===== config.mk =====
export PLATFORM = sky130hd
export DESIGN_NAME = cpu_sequencer
export DESIGN_NICKNAME = d
export VERILOG_FILES = /design/src/rtl/cpu_pkg.sv /design/src/rtl/cpu_alu.sv /design/src/rtl/cpu_sequencer.sv
export SDC_FILE = /design/constraint.sdc
export NUM_CORES = 1
export LEC_CHECK = 0
export ABC_AREA = 1
export CELL_PAD_IN_SITES_DETAIL_PLACEMENT = 1
export CELL_PAD_IN_SITES_GLOBAL_PLACEMENT = 1
export CORE_ASPECT_RATIO = 0.7
export CORE_MARGIN = 2
export CORE_UTILIZATION = 44
export DETAILED_ROUTE_END_ITERATION = 16
export PLACE_DENSITY_LB_ADDON = 0.25
export SLEW_MARGIN = 10
export SYNTH_ARGS = -nofsm -noshare
export SYNTH_HDL_FRONTEND = slang
export SYNTH_HIERARCHICAL = 1
export SYNTH_SLANG_ARGS = --single-unit

===== constraint.sdc =====
create_clock -name clock -period 9.2 [get_ports clock]
set_input_delay 2.76 -clock clock [delete_from_list [all_inputs] [get_ports clock]]
set_output_delay 2.76 -clock clock [all_outputs]
set_load 0.01 [all_outputs]

===== src/rtl/cpu_pkg.sv =====
// -----------------------------------------------------------------------------
// cpu_pkg
// Shared definitions for the cpu_sequencer slice: default widths, opcode
// encodings, instruction field positions and the sequencer state encoding.
// Optional feature macro used by this slice: OVF_FLAG_EN.
// -----------------------------------------------------------------------------
package cpu_pkg;

   localparam int unsigned DATA_W  = 16;
   localparam int unsigned ADDR_W  = 4;
   localparam int unsigned IMM_W   = 5;
   localparam int unsigned INSTR_W = 16;
   localparam int unsigned OPC_W   = 3;

   // Instruction layout: {opcode, rd, rs1, rs2_imm}; rs2 is the low nibble of rs2_imm
   localparam int unsigned OPC_MSB = 15;
   localparam int unsigned OPC_LSB = 13;
   localparam int unsigned RD_MSB  = 12;
   localparam int unsigned RD_LSB  = 9;
   localparam int unsigned RS1_MSB = 8;
   localparam int unsigned RS1_LSB = 5;
   localparam int unsigned RS2_MSB = 3;
   localparam int unsigned RS2_LSB = 0;
   localparam int unsigned IMM_LSB = 0;

   localparam logic [OPC_W-1:0] OP_LOAD    = 3'b000;
   localparam logic [OPC_W-1:0] OP_ADD     = 3'b001;
   localparam logic [OPC_W-1:0] OP_ADDI    = 3'b010;
   localparam logic [OPC_W-1:0] OP_SUB     = 3'b011;
   localparam logic [OPC_W-1:0] OP_SUBI    = 3'b100;
   localparam logic [OPC_W-1:0] OP_MUL     = 3'b101;
   localparam logic [OPC_W-1:0] OP_CLEAR   = 3'b110;
   localparam logic [OPC_W-1:0] OP_DISPLAY = 3'b111;

   typedef enum logic [2:0] {
      ST_IDLE  = 3'd0,
      ST_READ1 = 3'd1,
      ST_READ2 = 3'd2,
      ST_WRITE = 3'd3,
      ST_CLR   = 3'd4,
      ST_DISP  = 3'd5
   } state_t;

   // Immediate-form arithmetic skips the second register read
   function automatic logic uses_imm(input logic [OPC_W-1:0] op);
      return (op == OP_ADDI) || (op == OP_SUBI);
   endfunction

endpackage


===== src/rtl/cpu_alu.sv =====
// -----------------------------------------------------------------------------
// cpu_alu
// Combinational ALU for the sequencer. All arithmetic is modulo 2^DATA_W.
// LOAD passes operand b (the zero-extended immediate) straight through.
// Ports:
//   op_i     opcode
//   a_i      first operand (rs1 value)
//   b_i      second operand (rs2 value or zero-extended immediate)
//   result_o write-back value
//   ovf_o    carry (ADD/ADDI), borrow (SUB/SUBI), upper product nonzero (MUL)
//            -- present only when OVF_FLAG_EN is defined
// -----------------------------------------------------------------------------
module cpu_alu
   import cpu_pkg::*;
#(
   parameter int unsigned DATA_W = cpu_pkg::DATA_W
) (
   input  logic [OPC_W-1:0]  op_i,
   input  logic [DATA_W-1:0] a_i,
   input  logic [DATA_W-1:0] b_i,
   output logic [DATA_W-1:0] result_o
`ifdef OVF_FLAG_EN
   ,
   output logic              ovf_o
`endif
);

   // Widen intermediates only when the overflow flag needs the extra bits
`ifdef OVF_FLAG_EN
   localparam int unsigned SUM_W  = DATA_W + 1;
   localparam int unsigned PROD_W = 2 * DATA_W;
`else
   localparam int unsigned SUM_W  = DATA_W;
   localparam int unsigned PROD_W = DATA_W;
`endif

   logic [SUM_W-1:0]  sum;
   logic [SUM_W-1:0]  diff;
   logic [PROD_W-1:0] prod;

   always_comb begin
      sum  = SUM_W'(a_i) + SUM_W'(b_i);
      diff = SUM_W'(a_i) - SUM_W'(b_i);
      prod = PROD_W'(a_i) * PROD_W'(b_i);
      result_o = '0;
      unique case (op_i)
         OP_LOAD:          result_o = b_i;
         OP_ADD, OP_ADDI:  result_o = sum[DATA_W-1:0];
         OP_SUB, OP_SUBI:  result_o = diff[DATA_W-1:0];
         OP_MUL:           result_o = prod[DATA_W-1:0];
         default:          result_o = '0;
      endcase
   end

`ifdef OVF_FLAG_EN
   always_comb begin
      ovf_o = 1'b0;
      unique case (op_i)
         OP_ADD, OP_ADDI:  ovf_o = sum[SUM_W-1];
         OP_SUB, OP_SUBI:  ovf_o = diff[SUM_W-1];
         OP_MUL:           ovf_o = |prod[PROD_W-1:DATA_W];
         default:          ovf_o = 1'b0;
      endcase
   end
`endif

endmodule


===== src/rtl/cpu_sequencer.sv =====
// -----------------------------------------------------------------------------
// cpu_sequencer
// Accepts one instruction per valid/ready handshake, sequences register-file
// reads, the ALU operation and the write-back, and latches DISPLAY results.
// Optional feature macro: OVF_FLAG_EN (adds the ovf output).
// Ports:
//   clock, reset   rising-edge clock, asynchronous active-high reset
//   instr          {opcode[15:13], rd[12:9], rs1[8:5], rs2_imm[4:0]}
//   instr_valid    instruction offered
//   instr_ready    high only while idle
//   mem_addr       register index for read or write
//   mem_we         one-cycle write strobe
//   mem_wdata      write data
//   mem_clr        one-cycle clear-all strobe
//   mem_rdata      combinational read of register[mem_addr]
//   display_value  last DISPLAY result
//   display_valid  display_value holds a valid result
//   done           one-cycle pulse on instruction retire
//   ovf            overflow flag (OVF_FLAG_EN only)
// -----------------------------------------------------------------------------
module cpu_sequencer
   import cpu_pkg::*;
#(
   parameter int unsigned DATA_W = cpu_pkg::DATA_W,
   parameter int unsigned ADDR_W = cpu_pkg::ADDR_W,
   parameter int unsigned IMM_W  = cpu_pkg::IMM_W
) (
   input  logic               clock,
   input  logic               reset,
   input  logic [INSTR_W-1:0] instr,
   input  logic               instr_valid,
   output logic               instr_ready,
   output logic [ADDR_W-1:0]  mem_addr,
   output logic               mem_we,
   output logic [DATA_W-1:0]  mem_wdata,
   output logic               mem_clr,
   input  logic [DATA_W-1:0]  mem_rdata,
   output logic [DATA_W-1:0]  display_value,
   output logic               display_valid,
   output logic               done
`ifdef OVF_FLAG_EN
   ,
   output logic               ovf
`endif
);

   state_t               state_q, state_d;
   logic [INSTR_W-1:0]   instr_q, instr_d;
   logic [DATA_W-1:0]    a_q, a_d;
   logic [DATA_W-1:0]    b_q, b_d;
   logic [DATA_W-1:0]    disp_value_q, disp_value_d;
   logic                 disp_valid_q, disp_valid_d;

   logic [OPC_W-1:0]     opc;
   logic [OPC_W-1:0]     in_opc;
   logic [3:0]           rd_f, rs1_f, rs2_f;
   logic [IMM_W-1:0]     imm_f;
   logic [DATA_W-1:0]    alu_b;
   logic [DATA_W-1:0]    alu_result;

`ifdef OVF_FLAG_EN
   logic                 ovf_q, ovf_d;
   logic                 alu_ovf;
`endif

   assign opc    = instr_q[OPC_MSB:OPC_LSB];
   assign in_opc = instr[OPC_MSB:OPC_LSB];
   assign rd_f   = instr_q[RD_MSB:RD_LSB];
   assign rs1_f  = instr_q[RS1_MSB:RS1_LSB];
   assign rs2_f  = instr_q[RS2_MSB:RS2_LSB];
   assign imm_f  = instr_q[IMM_LSB +: IMM_W];

   // LOAD and the immediate forms take the zero-extended immediate as operand b
   assign alu_b = ((opc == OP_LOAD) || uses_imm(opc)) ? DATA_W'(imm_f) : b_q;

   cpu_alu #(
      .DATA_W (DATA_W)
   ) u_alu (
      .op_i     (opc),
      .a_i      (a_q),
      .b_i      (alu_b),
      .result_o (alu_result)
`ifdef OVF_FLAG_EN
      ,
      .ovf_o    (alu_ovf)
`endif
   );

   always_ff @(posedge clock or posedge reset) begin
      if (reset) begin
         state_q      <= ST_IDLE;
         instr_q      <= '0;
         a_q          <= '0;
         b_q          <= '0;
         disp_value_q <= '0;
         disp_valid_q <= 1'b0;
`ifdef OVF_FLAG_EN
         ovf_q        <= 1'b0;
`endif
      end else begin
         state_q      <= state_d;
         instr_q      <= instr_d;
         a_q          <= a_d;
         b_q          <= b_d;
         disp_value_q <= disp_value_d;
         disp_valid_q <= disp_valid_d;
`ifdef OVF_FLAG_EN
         ovf_q        <= ovf_d;
`endif
      end
   end

   always_comb begin
      state_d      = state_q;
      instr_d      = instr_q;
      a_d          = a_q;
      b_d          = b_q;
      disp_value_d = disp_value_q;
      disp_valid_d = disp_valid_q;
`ifdef OVF_FLAG_EN
      ovf_d        = ovf_q;
`endif
      instr_ready  = 1'b0;
      mem_addr     = '0;
      mem_we       = 1'b0;
      mem_wdata    = '0;
      mem_clr      = 1'b0;
      done         = 1'b0;

      unique case (state_q)
         ST_IDLE: begin
            // Held low while reset is asserted so every output reads 0 in reset
            instr_ready = ~reset;
            if (instr_valid) begin
               instr_d = instr;
               unique case (in_opc)
                  OP_LOAD:    state_d = ST_WRITE;
                  OP_CLEAR:   state_d = ST_CLR;
                  OP_DISPLAY: state_d = ST_DISP;
                  default:    state_d = ST_READ1;
               endcase
            end
         end
         ST_READ1: begin
            mem_addr = ADDR_W'(rs1_f);
            a_d      = mem_rdata;
            state_d  = uses_imm(opc) ? ST_WRITE : ST_READ2;
         end
         ST_READ2: begin
            mem_addr = ADDR_W'(rs2_f);
            b_d      = mem_rdata;
            state_d  = ST_WRITE;
         end
         ST_WRITE: begin
            mem_addr  = ADDR_W'(rd_f);
            mem_we    = 1'b1;
            mem_wdata = alu_result;
            done      = 1'b1;
`ifdef OVF_FLAG_EN
            if (opc != OP_LOAD) begin
               ovf_d = alu_ovf;
            end
`endif
            state_d   = ST_IDLE;
         end
         ST_CLR: begin
            mem_clr      = 1'b1;
            done         = 1'b1;
            disp_value_d = '0;
            disp_valid_d = 1'b0;
`ifdef OVF_FLAG_EN
            ovf_d        = 1'b0;
`endif
            state_d      = ST_IDLE;
         end
         ST_DISP: begin
            mem_addr     = ADDR_W'(rd_f);
            disp_value_d = mem_rdata;
            disp_valid_d = 1'b1;
            done         = 1'b1;
            state_d      = ST_IDLE;
         end
         default: begin
            state_d = ST_IDLE;
         end
      endcase
   end

   assign display_value = disp_value_q;
   assign display_valid = disp_valid_q;
`ifdef OVF_FLAG_EN
   assign ovf = ovf_q;
`endif

endmodule


==> impl_metrics.tcl, run 1 <==
set metrics [dict create \
    grt_max_degree 69 \
    grt_overflow 0 \
    crit_arrival_ns 6.31 \
    ant_nets 0 \
    diodes 0 \
    cp.depth 26 \
    dp_hpwl_mm 24.0 \
    drt_pass1_iterations 5 \
    die_h_um 124 \
    cts_tree "done" \
    synth_top_family_by_area "adder cells" \
    required_ns 6.44 \
    boundaryPins 76 \
    clock_path_buffers 2 \
    die_x_um 175 \
    synth_compound_area_frac 0.0969 \
    crit_family "adder cells" \
    htree_levels 3 \
    startpoint_type "flip-flop" \
    ys_seq_area_frac 0.189 \
    rsz0062_at_grt "yes" \
    synth_edf_count 0 \
    nFillCells 2574 \
    setup_viol 0 \
    drt_first_iter_violations 548 \
    worstSetupPathType "reg -> out" \
    async_reset_ff_frac 1.00 \
    synth-xor-area-share 0.0165 \
    fmax_ghz 0.110 \
    cp_num_buf_inv 8 \
    place_congestion 0.951 \
    core_area_um2 20000 \
    syn-num-nets 1477 \
    cpPeakStageDelay_ns 0.56 \
    grt_pass1_wl_mm 48.8 \
    end_kind "primary output" \
    hold_class "reg -> reg" \
    clk_latency_ns 0.34 \
    wl_mm 31.1 \
    syn_inst 1295 \
    areaGrowthSynthToFinish_pct 19.7 \
    hold_path_depth 2 \
    design_area_um2 10800 \
    row_count 43 \
    fin_skew_ns 0.0117 \
    hold_viol 0 \
    antenna_found_initial 0 \
    synthAdderAreaFrac 0.271 \
    synthMuxAreaShare 0 \
    grt_use_total 0.293 \
    placed_cell_area_um2 10200 \
    maxSlewViolCount 0 \
    num_vias 8688 \
    status "complete, no violations" \
    reg2regPathDepth 3 \
    wl_per_cell_um 18.7 \
    yosys.area_share.simple 0.257 \
    post-route-period-util 0.986 \
    synth_cell_types 49 \
    yosys_warnings 6 \
    worstPathMaxFanout 12 \
    crit_slowest_cell "fa_1" \
    mappedNetlistArea_um2 9020 \
    cts-root-buf "clkbuf_16" \
    tightest_slew_ns 0.894 \
    route.detailed.drc 0 \
    synth_seq_cells 68 \
    timing.critical_path.mode_cell "fa_1" \
    hold_buffers 0 \
    cts_made_buffers 9 \
    first_global_vias 9037 \
    final_nets 1571 \
    period_minus_slack_ns 9.07 \
    clk_pin_slew_worst_paths_ns 0.06 \
    start_util 0.452 \
    vias_per_cell 5.22 \
    synth_flop_cell "dfrtp_1" \
    numClockSinks 68 \
    maxCapViolCount 0 \
    relSlewSlack 0.404 \
    portBuffers 75 \
    fin_hold_ws_ns 0.486 \
    die_area_um2 21700 \
    syn_area_per_cell_um2 6.97 \
    drive_gt1_frac 0.116 \
]
[area by class of cell]
cell class              instances  area [um^2]  area share
clock buffers                   9          225      0.0209
clock inverters                 7         82.6     0.00765
inverters                     336         1270       0.118
multi-input cells             849         5990       0.555
flip-flops and latches         68         1700       0.158
well taps                     270          338      0.0313
repair buffers                125         1180       0.110
[cell usage in the layout (no fill, tap or decap), types with 3 or more instances in the layout]
cell / count
clkbuf_16: 10
dfrtp_1: 68
inv_6: 4
xor2_1: 16
o211ai_2: 4
buf_2: 3
nand3b_1: 3
buf_12: 3
o211ai_1: 4
nor2_2: 5
nor2_1: 58
or2_0: 3
fa_1: 80
ha_4: 6
nor3_1: 4
a31oi_1: 5
clkdlybuf4s50_1: 68
a21oi_1: 29
buf_4: 41
inv_1: 322
nand3_2: 8
inv_2: 10
nand2_2: 19
nand3_1: 56
o21ai_2: 9
o221ai_1: 6
nand2_4: 12
ha_1: 60
nand2_1: 362
o21ai_0: 51
buf_6: 3
nor3_2: 4
o21ai_1: 21
[state kept, by name (all words and copies together), names as in the netlist]
signal / cells
b_q: 16
a_q: 16
state_q: 3
display_valid: 1
instr_q: 16
display_value: 16
[synthesized netlist by cell type (all sizes together), types with 5 or more instances]
master | n | area, um^2
a21oi | 31 | 155
a31oi | 5 | 31.3
buf | 27 | 201
clkbuf | 15 | 56.3
dfrtp | 68 | 1700
fa | 81 | 1620
ha | 66 | 826
inv | 335 | 1270
nand2 | 393 | 1590
nand3 | 64 | 335
nor2 | 64 | 258
nor3 | 9 | 61.3
o211ai | 8 | 80.1
o21ai | 83 | 445
o221ai | 7 | 61.3
xor2 | 16 | 140
[metrics by stage]
step	setup WS (ns)	cells	TNS [ns]	util
after floorplan	0.584	1295	0	-
after detailed placement	-0.105	1636	-0.157	0.510
after CTS	0.00595	1652	0	0.529
after global routing	-0.121	1664	-0.258	0.541
final	0.125	1664	0	0.541
after global placement	0.0938	1636	0	0.510
[final timing paths]
check	slack [ns]	end	from
worst min register to register	0.49	display_valid$_DFFE_PP0P_	display_valid$_DFFE_PP0P_
min in group asynchronous	3.02	instr_q[1]$_DFFE_PP0P_	reset
worst max register to register	7.35	b_q[15]$_DFFE_PP0N_	state_q[2]$_DFFE_PP0P_
max in group asynchronous	5.58	instr_q[8]$_DFFE_PP0P_	reset
worst min-delay path	0.49	display_valid$_DFFE_PP0P_	display_valid$_DFFE_PP0P_
worst max-delay path	0.13	mem_wdata[13]	instr_q[15]$_DFFE_PP0P_
[metal layers]
layer | part of all wire | track usage | routed length, um
met1 | 0.48 | 0.423 | 15100
met2 | 0.45 | 0.481 | 14100
met3 | 0.051 | 0.0379 | 1580
met4 | 0.012 | 0.0432 | 381
met5 | 0 | 0 | 0
[worst min-delay path, delay by kind of cell, from the launching register on]
| kind | cells | cell delay [ns] |
|---|---|---|
| flops | 1 | 0.35 |
| simple gates | 2 | 0.11 |
[kinds of logic (layout without fill, tap and decap cells)]
family | count (synthesis) | count (layout)
and+or+nand+nor | 539 | 539
DFF | 68 | 68
buffers and inverters | 378 | 477
xor gates and xnor gates | 17 | 17
AOI/OAI and AO/OA | 146 | 146
adders and majority gates | 147 | 147
[repair_timing]
item | 4_1_cts | 5_1_grt
endpoints found under the setup margin | 7 | 7
pin swaps | 0 | 17
resized for setup | 17 | 53
gates cloned | 0 | 1
buffers inserted | 0 | 11
Power of run 1 is left out: the tool's default activity adds up to more than one toggle a clock period on the data nets, which glitch-free logic cannot reach.
==> inputs of run 2 (changes only) <==
Settings changed: REMOVE_ABC_BUFFERS from default to 1.
==> impl_metrics.tcl, run 2 (synthesized netlist as in run 1, its figures left out) <==
set metrics [dict create \
    route.detailed.drc 0 \
    antenna_found_initial 0 \
    areaGrowthSynthToFinish_pct 20.8 \
    place_ws_ns -0.201 \
    reg2reg_from "state_q[2]$_DFFE_PP0P_" \
    period_minus_slack_ns 9.12 \
    worstPathMaxFanout 9 \
    rsz0062_at_grt "yes" \
    hold_path_depth 2 \
    fin_skew_ns 0.00557 \
    final_nets 1581 \
    crit_slowest_cell "fa_1" \
    cts_tree "done" \
    maxSlewViolCount 0 \
    maxCapViolCount 0 \
    setup_slack_ns 0.0788 \
    status "complete, no violations" \
    whs_endpoint "display_valid$_DFFE_PP0P_" \
    start_util 0.452 \
    hp-start "display_valid$_DFFE_PP0P_" \
    post-route-period-util 0.991 \
    grt_max_degree 69 \
    required_ns 6.44 \
    clock_path_buffers 2 \
    drt_first_iter_violations 492 \
    hold_viol 0 \
    drt_pass1_iterations 5 \
    vias_per_cell 5.26 \
    worstSetupPathType "reg -> out" \
    portBuffers 75 \
    crit_arrival_ns 6.36 \
    die_area_um2 21700 \
    dp_hpwl_mm 24.2 \
    clk_pin_slew_worst_paths_ns 0.06 \
    hold_class "reg -> reg" \
    placed_cell_area_um2 10200 \
    final_core_util 0.546 \
    dp_cells 1641 \
    clk_latency_ns 0.34 \
    cts_made_buffers 9 \
    cts-root-buf "clkbuf_16" \
    tightest_slew_ns 0.908 \
    layoutNonFillerInstCount 1674 \
    row_count 43 \
    diodes 0 \
    htree_levels 3 \
    reg2regPathDepth 3 \
    core_area_um2 20000 \
    first_global_vias 9425 \
    drive_gt1_frac 0.137 \
    reg2reg_to "b_q[10]$_DFFE_PP0N_" \
    setup_viol 0 \
    final_cell_mix "nand2_1 (359), inv_1 (318), fa_1 (78)" \
    wl_mm 31.6 \
    timing.critical_path.mode_cell "fa_1" \
    relSlewSlack 0.391 \
    wl_per_cell_um 18.9 \
    design_area_um2 10900 \
    fmax_ghz 0.110 \
    num_vias 8799 \
    die_x_um 175 \
    grt_overflow 0 \
    end_kind "primary output" \
    nFillCells 2607 \
    grt_use_total 0.295 \
    final_common_cell "nand2_1" \
    place_congestion 0.895 \
    boundaryPins 76 \
    numClockSinks 68 \
    startpoint_type "flip-flop" \
    die_h_um 124 \
    cpPeakStageDelay_ns 0.55 \
    ant_nets 0 \
    grt_pass1_wl_mm 49.3 \
    r2r_slack_ns 7.25 \
]
==> run 2: cell count changes in the layout (fill, tap and decap cells not counted), sizes merged <==
cell and change:
dlygate4sd2 +3, clkinv +3, clkbuf -3, inv -3
buf +13, clkdlybuf4s15 -1, dlymetal6s2s -2
==> run 2: routing by layer <==
| layer | GRT usage | vias to the layer above | wire length, um |
|---|---|---|---|
| met5 | 0 | - | 0 |
| met4 | 0.101 | 0 | 894 |
| met3 | 0.0437 | 64 | 1670 |
| met2 | 0.486 | 238 | 14700 |
| met1 | 0.399 | 4425 | 14300 |
| li1 | - | 4072 | - |
==> run 2: how the worst max path moves through the flow <==
stage / endpoint / cells after the start / start
after floorplan: mem_wdata[14] / 22 / instr_q[15]$_DFFE_PP0P_
after global placement: mem_wdata[13] / 26 / instr_q[14]$_DFFE_PP0P_
after detailed placement: mem_wdata[15] / 32 / instr_q[14]$_DFFE_PP0P_
after CTS: mem_wdata[14] / 30 / instr_q[14]$_DFFE_PP0P_
after global routing: mem_wdata[14] / 27 / instr_q[14]$_DFFE_PP0P_
final: mem_wdata[14] / 29 / instr_q[14]$_DFFE_PP0P_
==> run 2: through the flow <==
step / hold WS (ns) / TNS [ns]
CTS: 0.483 / 0
finish: 0.477 / 0
floorplan: 0.453 / 0
detailed placement: 0.465 / -0.716
global placement: 0.461 / -0.0248
global route: 0.496 / -0.540
==> run 2: area by class of cell <==
class | instances | area [um^2] | area share
clock buffers | 9 | 225 | 0.0207
inverters | 336 | 1280 | 0.117
clock inverters | 7 | 73.8 | 0.00677
well taps | 270 | 338 | 0.0310
flip-flops and latches | 68 | 1700 | 0.156
repair buffers | 135 | 1250 | 0.115
multi-input cells | 849 | 6030 | 0.553
==> run 2: critical path: cells and delay by family (launching register included) <==
kind                     cells  cell delay, ns
adder cells (fa/ha/maj)      7            3.31
buffers and inverters       10            1.02
AND/OR/NAND/NOR              8            0.88
flip-flops                   1            0.37
AO/OA/AOI/OAI                4            0.41
==> run 2: timing repair <==
item	4_1_cts	5_1_grt
hold buffers	0	0
setup buffers	5	12
endpoints found under the setup margin	7	7
gates resized for setup	34	66
pin swaps	4	23
Power of run 2 is left out for the same reason.
